==> config.mk <==
export PLATFORM = sky130hd
export DESIGN_NAME = inst_decode_stage
export DESIGN_NICKNAME = d
export VERILOG_FILES = /design/src/rtl/inst_decode_stage.sv
export SDC_FILE = /design/constraint.sdc
export NUM_CORES = 1
export LEC_CHECK = 0
export BUFFER_PORTS_ARGS = -buffer_cell sky130_fd_sc_hd__clkbuf_2
export CAP_MARGIN = 10
export CORE_MARGIN = 2
export CORE_UTILIZATION = 50
export DETAILED_ROUTE_END_ITERATION = 12
export PLACE_DENSITY = 0.74
export SYNTH_ARGS = -nofsm -noshare
export SYNTH_HDL_FRONTEND = slang
export SYNTH_SLANG_ARGS = --single-unit
==> constraint.sdc <==
create_clock -name clk -period 6.2 [get_ports clk]
set_clock_uncertainty 0.05 [all_clocks]
set_input_delay 0.93 -clock clk [delete_from_list [all_inputs] [get_ports clk]]
set_output_delay 0.93 -clock clk [all_outputs]
set_load 0.03 [all_outputs]
==> src/rtl/inst_decode_stage.sv <==
// inst_decode_stage: RV32I/RV64I instruction decode with registered-ready skid buffer
// Ports: clk, rst (sync, active-high), flush; in_valid/in_ready/in_inst/in_pc from fetch;
//        out_valid/out_ready plus decoded out_* fields to execute; ill_cnt saturating illegal count.
module inst_decode_stage #(
    parameter int XLEN  = 32,
    parameter int CNT_W = 16
) (
    input  logic             clk,
    input  logic             rst,
    input  logic             flush,
    input  logic             in_valid,
    output logic             in_ready,
    input  logic [31:0]      in_inst,
    input  logic [XLEN-1:0]  in_pc,
    output logic             out_valid,
    input  logic             out_ready,
    output logic [XLEN-1:0]  out_pc,
    output logic [2:0]       out_type,
    output logic [6:0]       out_opcode,
    output logic [2:0]       out_funct3,
    output logic [6:0]       out_funct7,
    output logic [4:0]       out_rs1,
    output logic [4:0]       out_rs2,
    output logic [4:0]       out_rd,
    output logic [XLEN-1:0]  out_imm,
    output logic             out_rd_we,
    output logic             out_illegal,
    output logic [CNT_W-1:0] ill_cnt
);
    localparam int W = 2 * XLEN + 37;
    localparam logic RV64 = (XLEN == 64);
    localparam logic [2:0] T_R = 3'd0, T_I = 3'd1, T_S = 3'd2, T_B = 3'd3, T_U = 3'd4, T_J = 3'd5, T_ILL = 3'd7;
    localparam logic [6:0] OP_LUI = 7'b0110111, OP_AUIPC = 7'b0010111, OP_JAL = 7'b1101111,
                           OP_JALR = 7'b1100111, OP_BRANCH = 7'b1100011, OP_LOAD = 7'b0000011,
                           OP_STORE = 7'b0100011, OP_IMM = 7'b0010011, OP_IMM32 = 7'b0011011,
                           OP_OP = 7'b0110011, OP_OP32 = 7'b0111011, OP_MISC = 7'b0001111,
                           OP_SYSTEM = 7'b1110011;
    logic [6:0] opc, f7, sh_up, sra_up;
    logic [2:0] f3, typ_raw, typ;
    logic [4:0] rs1, rs2, rd;
    logic ill, rd_we;
    logic signed [31:0] imm32;
    logic [XLEN-1:0] imm;
    logic [W-1:0] dec, out_q, out_d, skid_q, skid_d;
    logic out_valid_q, out_valid_d, skid_valid_q, skid_valid_d, in_ready_q;
    logic [CNT_W-1:0] cnt_q, cnt_d;
    logic in_hs, out_hs, out_free;
    assign opc = in_inst[6:0];
    assign rd  = in_inst[11:7];
    assign f3  = in_inst[14:12];
    assign rs1 = in_inst[19:15];
    assign rs2 = in_inst[24:20];
    assign f7  = in_inst[31:25];
    // Shift-amount upper bits: RV64 uses a 6-bit shamt, so only inst[31:26] must be checked.
    assign sh_up  = RV64 ? {1'b0, in_inst[31:26]} : in_inst[31:25];
    assign sra_up = RV64 ? 7'h10 : 7'h20;
    always_comb begin
        typ_raw = T_R;
        ill = 1'b0;
        case (opc)
            OP_LUI, OP_AUIPC:   typ_raw = T_U;
            OP_JAL:             typ_raw = T_J;
            OP_JALR:            begin typ_raw = T_I; ill = f3 != 3'd0; end
            OP_BRANCH:          begin typ_raw = T_B; ill = f3[2:1] == 2'b01; end
            OP_LOAD:            begin typ_raw = T_I; ill = f3 == 3'b111 || (!RV64 && (f3 == 3'b011 || f3 == 3'b110)); end
            OP_STORE:           begin typ_raw = T_S; ill = f3 > (RV64 ? 3'd3 : 3'd2); end
            OP_IMM:             begin typ_raw = T_I; ill = (f3 == 3'b001 && sh_up != 7'd0) || (f3 == 3'b101 && sh_up != 7'd0 && sh_up != sra_up); end
            OP_IMM32:           begin typ_raw = T_I; ill = !RV64; end
            OP_OP:              ill = !(f7 == 7'h00 || f7 == 7'h20) || (f7 == 7'h20 && f3 != 3'b000 && f3 != 3'b101);
            OP_OP32:            ill = !RV64;
            OP_SYSTEM, OP_MISC: typ_raw = T_I;
            default:            ill = 1'b1;
        endcase
    end
    assign imm32 = ill ? 32'sd0 :
                   typ_raw == T_I ? {{20{in_inst[31]}}, in_inst[31:20]} :
                   typ_raw == T_S ? {{20{in_inst[31]}}, in_inst[31:25], in_inst[11:7]} :
                   typ_raw == T_B ? {{19{in_inst[31]}}, in_inst[31], in_inst[7], in_inst[30:25], in_inst[11:8], 1'b0} :
                   typ_raw == T_U ? {in_inst[31:12], 12'b0} :
                   typ_raw == T_J ? {{11{in_inst[31]}}, in_inst[31], in_inst[19:12], in_inst[20], in_inst[30:21], 1'b0} :
                   32'sd0;
    assign imm   = XLEN'(imm32);
    assign typ   = ill ? T_ILL : typ_raw;
    assign rd_we = !ill && typ_raw != T_S && typ_raw != T_B && rd != 5'd0;
    assign dec   = {in_pc, typ, opc, f3, f7, rs1, rs2, rd, imm, rd_we, ill};
    assign in_hs    = in_valid && in_ready_q;
    assign out_hs   = out_valid_q && out_ready;
    assign out_free = !out_valid_q || out_ready;
    // Skid holds the older entry, so it always drains into the output before new input.
    always_comb begin
        out_valid_d  = out_free ? (skid_valid_q || in_hs) : out_valid_q;
        out_d        = out_free ? (skid_valid_q ? skid_q : (in_hs ? dec : out_q)) : out_q;
        skid_valid_d = out_free ? (skid_valid_q && in_hs) : (skid_valid_q || in_hs);
        skid_d       = in_hs && (skid_valid_q || !out_free) ? dec : skid_q;
        cnt_d        = out_hs && out_illegal && !(&cnt_q) ? cnt_q + 1'b1 : cnt_q;
        if (flush) begin
            out_valid_d  = 1'b0;
            skid_valid_d = 1'b0;
            cnt_d        = cnt_q;
        end
    end
    always_ff @(posedge clk) begin
        if (rst) begin
            out_q        <= '0;
            skid_q       <= '0;
            out_valid_q  <= 1'b0;
            skid_valid_q <= 1'b0;
            in_ready_q   <= 1'b0;
            cnt_q        <= '0;
        end else begin
            out_q        <= out_d;
            skid_q       <= skid_d;
            out_valid_q  <= out_valid_d;
            skid_valid_q <= skid_valid_d;
            in_ready_q   <= !skid_valid_d;
            cnt_q        <= cnt_d;
        end
    end
    assign {out_pc, out_type, out_opcode, out_funct3, out_funct7, out_rs1, out_rs2, out_rd, out_imm, out_rd_we, out_illegal} = out_q;
    assign out_valid = out_valid_q;
    assign in_ready  = in_ready_q;
    assign ill_cnt   = cnt_q;
endmodule

==> results of run 1 <==
worst paths after layout:
check | start | end | slack [ns] | depth (start not counted)
worst min register to register | skid_q[23] | skid_q[23] | 0.40 | 2
worst max register to register | skid_valid_q | out_q[79] | 3.13 | 5
worst max-delay path | in_inst[3] | out_q[31] | 3.10 | 7
worst min-delay path | skid_q[23] | skid_q[23] | 0.40 | 2
placed cells by master, fill, tap and decap left out, types with 4 or more instances in the layout:
cell,Yosys,layout
o21ai_1,19,19
nor2_1,130,128
o2111ai_1,9,9
buf_4,3,8
mux2i_1,65,65
nand2b_1,5,5
a221oi_1,5,5
bufinv_16,0,4
inv_1,7,7
nor2b_1,4,4
nand3_1,10,10
o22ai_1,12,12
xnor2_1,7,7
o21ai_0,21,21
a32oi_1,7,7
nor3_1,10,10
and3_1,11,11
clkbuf_16,0,25
xor2_1,9,9
dfxtp_1,221,220
clkbuf_2,0,186
nand2_1,187,187
a32o_1,6,6
a211oi_2,10,10
clkbuf_8,0,9
nand4_1,7,7
a31oi_1,4,4
a211oi_1,76,76
a21oi_1,100,99
state kept, by name, indices dropped and copies added, names as in the netlist:
name / flops
out_valid: 1
skid_q: 101
skid_valid_q: 1
in_ready: 1
ill_cnt: 16
out_q: 101
metrics by stage:
stage | cells | setup slack [ns] | util [%] | cell area [um2]
after detailed placement | 1424 | 2.653 | 56.66 | 10280
final | 1468 | 3.096 | 61.62 | 11180
after global placement | 1424 | 2.674 | 56.66 | 10280
after CTS | 1468 | 3.135 | 61.62 | 11180
after global routing | 1468 | 2.877 | 61.62 | 11180
after floorplan | 1093 | 3.594 | - | 9345
metal layers:
| layer | track usage, % | vias up | routed length (um) |
|---|---|---|---|
| li1 | - | 4123 | - |
| met1 | 33.25 | 3930 | 10900 |
| met2 | 38.02 | 309 | 11370 |
| met3 | 5.061 | 53 | 2079 |
| met4 | 7.632 | 0 | 715 |
| met5 | 0 | - | 0 |
report_power, final:
part / internal, mW / switching, mW
registers: 1.46 / 0.0248
logic: 0.0990 / 0.241
clock network: 1.01 / 0.585
total: 2.57 / 0.851
area by class of cell:
class | instances | area, um2
clock buffers | 36 | 757.0
clock inverters | 8 | 143.9
fillers | 1616 | 6964
inverters | 9 | 33.78
multi-input cells | 770 | 4532
flip-flops and latches | 221 | 4428
well taps | 229 | 286.5
repair buffers | 195 | 1002
kinds of logic (layout without fill, tap and decap cells):
family / Yosys count / in the layout / synth area share (%)
flops: 221 / 221 / 47.34
xor+xnor: 16 / 16 / 1.500
mux: 65 / 65 / 6.962
buf+inv: 102 / 248 / 4.499
fa+ha+maj: 1 / 1 / 0.1339
simple gates: 392 / 392 / 18.21
compound gates: 296 / 296 / 21.35
critical path, cell delays in order:
cell      delay (ns)
clkbuf_2        0.24
or3b_1          0.43
a311oi_1        0.40
o21a_1          0.91
nor2_1          0.13
or2_2           0.33
o22ai_1         0.10
==> results.tsv, run 1 <==
metric	value	unit
clk root buf	clkbuf_16	
via/cell ratio	5.732	
crit path kind	in2reg	
Post-CTS Hold Buffers	0	
nets@finish	1291	
Mapped Cells	1093	
Cell Area, Synth	9345	um2
Pleak	4.183	nW
Synth area leader	dfxtp_1	
Commonest cells post-synth	dfxtp_1, nand2_1, nor2_1	
final global-route overflow total	0	
Mapped Avg Cell Area	8.550	um2
post-CTS sizing	0	
TritonCTS Buffers	24	
first-pass GRT wire length	39240	um
Final Cycle Share	50.06	%
Setup crit end kind	flop	
RSZ-0062 raised after global routing	no	
vias in the first global route	7515	
CTS tree	built	
Setup TNS Final	0	ns
synth top area cells	dfxtp_1, nand2_1, mux2i_1, a211oi_1, a21oi_1	
Crit Path Max Fanout	30	
VDD IR max	0.2627	mV
ys flop type	dfxtp_1	
post-synth cell types	65	
Post-DRT Antenna Nets	0	
drt wl/cell	17.08	um
initial antenna violation count	0	
DR vias	8415	
routability cong.	0.8514	
Power Dens Cells	305.9	nW/um2
Clock Sinks	221	
Power Total	3.422	mW
Setup crit start kind	input pin	
register area share after synthesis	47.34	%
largest net degree at the start of global routing	99	
Reg clk slew, reported paths	0.06	ns
number of inserted diodes	0	
CP arrival	3.49	ns
async set or reset register ratio after synthesis	0	%
number of DRC markers in iteration 0	723	
worst hold margin	0.3960	ns
share of the synthesized area in the top cell type	47.34	%
Fin. Hold Viols	0	
Rel. slew slack	28.24	%
fin crit period	3.104	ns
post-CTS setup buffers	0	
worst hold path class	reg2reg	
# setup viols final	0	
layout cells sized above 1	21.63	%
GR Util All Layers	24.10	%
FF+latch count, synth	221	
count leader, synth	dfxtp_1	
clock buffer depth	3	
Residual DRC	0	
DP Wirelength	15870	um
fmax	0.3222	GHz
drt total wl	25070	um
Slew Limit Fails	0	
Die ar.	19800	um2
Post-synth EDFFs	0	
I/O pins	188	
Worst-Margin Slew	1.076	ns
Chip Height	140.7	um
yosys warns	0	
Max Cap Viol	0	
Starting Density	51.50	%
Layout area overhead	19.67	%
required time of the critical path	6.58	ns
clock latency on the worst-skew pair	0.52	ns
Port Buffers	187	
row cnt	49	
die width	140.7	um
Net Count, Synth	1163	
number of H-tree levels	1	
Core Box Area	18150	um2
status	finished clean	
First-pass DRT Iterations	5	
Power figures use the tool's default switching activity.
==> run 2: changes to the inputs <==
--- a/config.mk
+++ b/config.mk
@@ -10,7 +10,7 @@
 export CORE_MARGIN = 2
 export CORE_UTILIZATION = 50
 export DETAILED_ROUTE_END_ITERATION = 12
-export PLACE_DENSITY = 0.74
+export PLACE_DENSITY = 0.77
 export SYNTH_ARGS = -nofsm -noshare
 export SYNTH_HDL_FRONTEND = slang
 export SYNTH_SLANG_ARGS = --single-unit
==> constraint.sdc (replaced) <==
create_clock -name clk -period 2.5 [get_ports clk]
set_clock_uncertainty 0.05 [all_clocks]
set_input_delay 0.375 -clock clk [delete_from_list [all_inputs] [get_ports clk]]
set_output_delay 0.375 -clock clk [all_outputs]
set_load 0.03 [all_outputs]
==> run 2 against run 1 <==
Net effect: count of clock-buffer cells in the layout decreased by 3; final area grew 1.8%; die area unchanged; via count up 0.87%; sequential cell count is the same; sequential share of layout area fell by 0.70 points; combinational power rose to 2.6 times the previous value; non-clock buffer count is 32 higher; critical endpoint is now out_q[7]; largest cell class unchanged.
==> results.tsv, run 2 (synthesis gave the netlist of run 1 again) <==
metric	value	unit	change
status	finished clean		
initial antenna violation count	0		unchanged
Port Buffers	187		unchanged
Rel. slew slack	45.23	%	+17 points
post-CTS setup buffers	0		unchanged
placed cell area	10610	um2	+3.2%
number of inserted diodes	0		unchanged
leading cell type in the layout, fill and taps excluded	dfxtp_1		
GR Util All Layers	24.42	%	+0.32 points
fmax	0.4970	GHz	
Residual DRC	0		unchanged
Post-DRT Antenna Nets	0		unchanged
Fin. Hold Viols	0		unchanged
worst hold path class	in2reg		
Setup crit start kind	input pin		
Reg-to-Reg Start	ill_cnt[7]		
routability cong.	0.8727		+2.5%
Layout area overhead	21.81	%	
Die ar.	19800	um2	unchanged
Setup crit end kind	flop		
RSZ-0062 raised after global routing	no		
Final Cycle Share	80.48	%	
post-CTS sizing	0		unchanged
Starting Density	51.50	%	unchanged
vias in the first global route	7625		+1.5%
Pleak	4.302	nW	+2.9%
Clock Sinks	221		unchanged
via/cell ratio	5.674		-1.0%
CP max-delay cell	or3b_1		
critical path, cell by cell	clkbuf_2 > or3b_1 > a311oi_1 > o21a_1 > buf_12 > a32oi_1 > a211oi_1		
clock buffer depth	3		unchanged
number of DRC markers in iteration 0	618		-15%
first-pass GRT wire length	40010	um	+2.0%
Chip Height	140.7	um	unchanged
Worst-Margin Slew	0.8216	ns	-0.2548 ns
reg-to-reg endpoint	ill_cnt[15]		
# setup viols final	0		unchanged
I/O pins	188		unchanged
VDD IR max	0.5378	mV	+100%
drt wl/cell	17.00	um	-0.45%
Setup TNS Final	0	ns	unchanged
Post-CTS Hold Buffers	0		unchanged
Min-Delay Startpoint	in_pc[29]		
crit path kind	in2reg		
R2R depth	7		+2
drt total wl	25430	um	+1.4%
First-pass DRT Iterations	5		unchanged
row cnt	49		unchanged
WHS Path Cells	3		+1
CP arrival	2.37	ns	-1.12 ns
most frequent cells in the layout	dfxtp_1, nand2_1, clkbuf_2		
Reg clk slew, reported paths	0.06	ns	about the same
clk root buf	clkbuf_16		
Crit Path Max Fanout	26		-13%
clock latency on the worst-skew pair	0.50	ns	-0.02 ns
layout cells sized above 1	23.13	%	+1.5 points
critical path's largest stage delay	0.42	ns	-0.49 ns
final global-route overflow total	0		unchanged
fin crit period	2.012	ns	
fin cells	1496		+1.9%
number of H-tree levels	1		unchanged
DP Wirelength	16880	um	+6.4%
CTS tree	built		
Max Cap Viol	0		unchanged
required time of the critical path	2.86	ns	-3.72 ns
nets@finish	1322		+2.4%
Core Box Area	18150	um2	unchanged
internal reg-to-reg setup slack	0.50	ns	-2.63 ns
design area	11380	um2	+1.8%
hold endpoint	skid_q[98]		
die width	140.7	um	unchanged
TritonCTS Buffers	23		-4.2%
largest net degree at the start of global routing	82		-17%
Slew Limit Fails	0		unchanged
DR vias	8488		+0.87%
Power Dens Cells	711.2	nW/um2	+130%
Cells after DPL	1456		+2.2%
[run 2: layer usage]
layer / up-vias / global-route usage (%) / wire length, um
met5: - / 0 / 0
met4: 0 / 7.421 / 607
met3: 42 / 4.721 / 1874
met2: 310 / 38.20 / 11690
met1: 3947 / 34.37 / 11260
li1: 4189 / - / -
[run 2: worst max-delay path: cells and delay by family]
kind / cells / cell delay (ns)
compound gates: 4 / 1.17
buf+inv: 2 / 0.41
simple gates: 1 / 0.42
[run 2: worst max path at each step]
stage / cells after the start / slack [ns] / from / endpoint
after global routing: 7 / 0.37 / in_inst[3] / out_q[7]
after floorplan: 9 / 0.45 / in_inst[12] / out_q[25]
after detailed placement: 7 / 0.02 / in_inst[3] / out_q[7]
final: 7 / 0.49 / in_inst[3] / out_q[7]
after CTS: 7 / 0.51 / ill_cnt[7] / ill_cnt[15]
after global placement: 7 / 0.05 / in_inst[3] / out_q[10]
[run 2: per-stage QoR]
step	setup WS (ns)	hold slack (ns)	total power, mW	util (%)
floorplan	0.4492	0.3663	4.321	-
global placement	0.05308	0.3750	4.645	58.47
detailed placement	0.02022	0.3825	4.654	58.47
CTS	0.5101	0.03629	8.149	62.73
global route	0.3667	0.04146	8.383	62.73
finish	0.4881	0.05417	8.095	62.73
[run 2: layout make-up]
class	instances	area, um2
Inverter	9	33.78
Tap cell	229	286.5
Fill cell	1582	6764
Multi-Input combinational cell	770	4532
Clock inverter	7	110.1
Sequential cell	221	4428
Clock buffer	33	663.1
Timing Repair Buffer	227	1330
[run 2: where the power goes]
part / internal (mW) / switching (mW)
sequential: 3.63 / 0.0620
combinational: 0.282 / 0.608
clock: 2.14 / 1.37
total: 6.06 / 2.04
==> run 3: changes to the inputs <==
--- a/config.mk
+++ b/config.mk
@@ -10,7 +10,7 @@
 export CORE_MARGIN = 2
 export CORE_UTILIZATION = 50
 export DETAILED_ROUTE_END_ITERATION = 12
-export PLACE_DENSITY = 0.77
+export PLACE_DENSITY = 0.74
 export SYNTH_ARGS = -nofsm -noshare
 export SYNTH_HDL_FRONTEND = slang
 export SYNTH_SLANG_ARGS = --single-unit
==> constraint.sdc (replaced) <==
create_clock -name clk -period 1.9 [get_ports clk]
set_clock_uncertainty 0.05 [all_clocks]
set_input_delay 0.285 -clock clk [delete_from_list [all_inputs] [get_ports clk]]
set_output_delay 0.285 -clock clk [all_outputs]
set_load 0.03 [all_outputs]
==> run 3 against run 2 <==
Net effect: sequential share of layout area fell by 3.2 points; sequential power grew 32%; die area did not move; total power is 35% higher; final cell count grew 6.7%; combinational power rose by 49%; critical path type is now reg2reg; largest cell class unchanged.
==> results.tsv, run 3 (synthesis gave the netlist of run 1 again) <==
metric	value	unit	change
Post-DRT Antenna Nets	0		unchanged
drt total wl	27190	um	+6.9%
WHS Path Cells	3		unchanged
final global-route overflow total	0		unchanged
worst hold path class	in2reg		
number of DRC markers in iteration 0	702		+14%
Clock Sinks	221		unchanged
design area	12420	um2	+9.1%
number of H-tree levels	1		unchanged
Max Cap Viol	0		unchanged
Power Total	10.94	mW	+35%
first-pass GRT wire length	43140	um	+7.8%
row cnt	49		unchanged
layout cells sized above 1	27.65	%	+4.5 points
TritonCTS Buffers	24		+4.3%
drt wl/cell	17.04	um	+0.21%
leading cell type in the layout, fill and taps excluded	dfxtp_1		
CP arrival	2.18	ns	-0.19 ns
clk root buf	clkbuf_16		
internal reg-to-reg setup slack	0.06	ns	-0.44 ns
Crit Path Max Fanout	5		-81%
Die ar.	19800	um2	unchanged
CP top delay family	simple AND/OR/NAND/NOR gates		
Core Box Area	18150	um2	unchanged
Setup crit end kind	flop		
dpl ws	-0.3794	ns	-0.3996 ns
Port Buffers	187		unchanged
placed cell area	11150	um2	+5.1%
Rel. slew slack	45.51	%	+0.28 points
DR vias	9016		+6.2%
via/cell ratio	5.649		-0.43%
clock buffer depth	3		unchanged
Core Util, Final	68.46	%	+5.7 points
Fin. Hold Viols	0		unchanged
Chip Height	140.7	um	unchanged
worst hold margin	0.01047	ns	-0.04370 ns
Worst-Margin Slew	0.8174	ns	-0.004172 ns
Final WS setup	0.05649	ns	-0.4316 ns
routability cong.	0.8834		+1.2%
fin crit period	1.844	ns	
number of inserted diodes	0		unchanged
Slew Limit Fails	0		unchanged
crit path kind	reg2reg		
die width	140.7	um	unchanged
fmax	0.5424	GHz	
Setup crit start kind	flop		
largest net degree at the start of global routing	107		+30%
required time of the critical path	2.23	ns	-0.63 ns
clock latency on the worst-skew pair	0.51	ns	about the same
Pleak	4.788	nW	+11%
post-CTS setup buffers	0		unchanged
R2R depth	7		unchanged
Residual DRC	0		unchanged
RSZ-0062 raised after global routing	yes		
First-pass DRT Iterations	6		+1
vias in the first global route	8349		+9.5%
Power Dens Cells	880.3	nW/um2	+24%
Reg clk slew, reported paths	0.06	ns	about the same
CTS tree	built		
critical path, cell by cell	nand4_1 > nor4_4 > buf_4 > or3_1 > nor3_1 > xnor2_1 > nor2_1		
Layout area overhead	32.95	%	
most frequent cells in the layout	dfxtp_1, nand2_1, clkbuf_2		
GR Util All Layers	26.35	%	+1.9 points
Min-Delay Startpoint	in_inst[16]		
# setup viols final	0		unchanged
nets@finish	1419		+7.3%
I/O pins	188		unchanged
hold endpoint	skid_q[45]		
Reg-to-Reg Start	ill_cnt[8]		
initial antenna violation count	0		unchanged
Final Cycle Share	97.03	%	
Starting Density	51.50	%	unchanged
VDD IR max	0.5623	mV	+4.6%
CP max-delay cell	or3_1		
DP Wirelength	17490	um	+3.6%
status	finished clean		
critical path's largest stage delay	0.49	ns	+0.07 ns
reg-to-reg endpoint	ill_cnt[12]		
CP bufs+invs	1		-1
## run 3: what timing repair did
item / 4_1_cts / 5_1_grt
gates resized for setup: 2 / 10
setup endpoints to repair: 6 / 41
hold buffers: 39 / 0
endpoints found under the hold margin: 45 / 0
## run 3: through the flow
step                cells  setup TNS, ns
floorplan            1093      -0.003131
global placement     1513         -15.93
detailed placement   1513         -17.82
CTS                  1596              0
global route         1596        -0.2334
finish               1596              0
## run 3: power by group
part	internal, mW	total, mW	switching [mW]
Sequential	4.78	4.86	0.0832
Combinational	0.484	1.33	0.848
Clock	2.89	4.75	1.85
Total	8.15	10.9	2.79
## run 3: worst max path at each step
stage / start / end / slack, ns / cells after the start
floorplan: in_inst[5] / out_q[32] / -0.003 / 8
global placement: in_inst[5] / out_q[28] / -0.30 / 10
detailed placement: in_inst[3] / out_q[7] / -0.38 / 8
CTS: in_ready / out_q[28] / 0.04 / 5
global route: ill_cnt[8] / ill_cnt[8] / -0.06 / 7
finish: ill_cnt[8] / ill_cnt[12] / 0.06 / 7
## run 3: layer usage
metal / part of all wire [%] / global-route usage, %
met5: 0 / 0
met1: 44 / 36.45
met2: 47 / 41.93
met4: 3.2 / 9.526
met3: 6.6 / 4.212
## run 3: layout make-up
| cell class | count | area [um2] |
|---|---|---|
| Clock buffer | 38 | 765.7 |
| Clock inverter | 6 | 55.05 |
| Fill cell | 1459 | 5723 |
| Inverter | 9 | 36.28 |
| Multi-Input combinational cell | 770 | 4671 |
| Sequential cell | 221 | 4433 |
| Tap cell | 229 | 286.5 |
| Timing Repair Buffer | 323 | 2177 |
## run 3: tightest hold or removal path: cells and delay by family
kind | cells | cell delay (ns)
AO/OA/AOI/OAI | 1 | 0.05
AND/OR/NAND/NOR | 1 | 0.07
buffers and inverters | 1 | 0.11
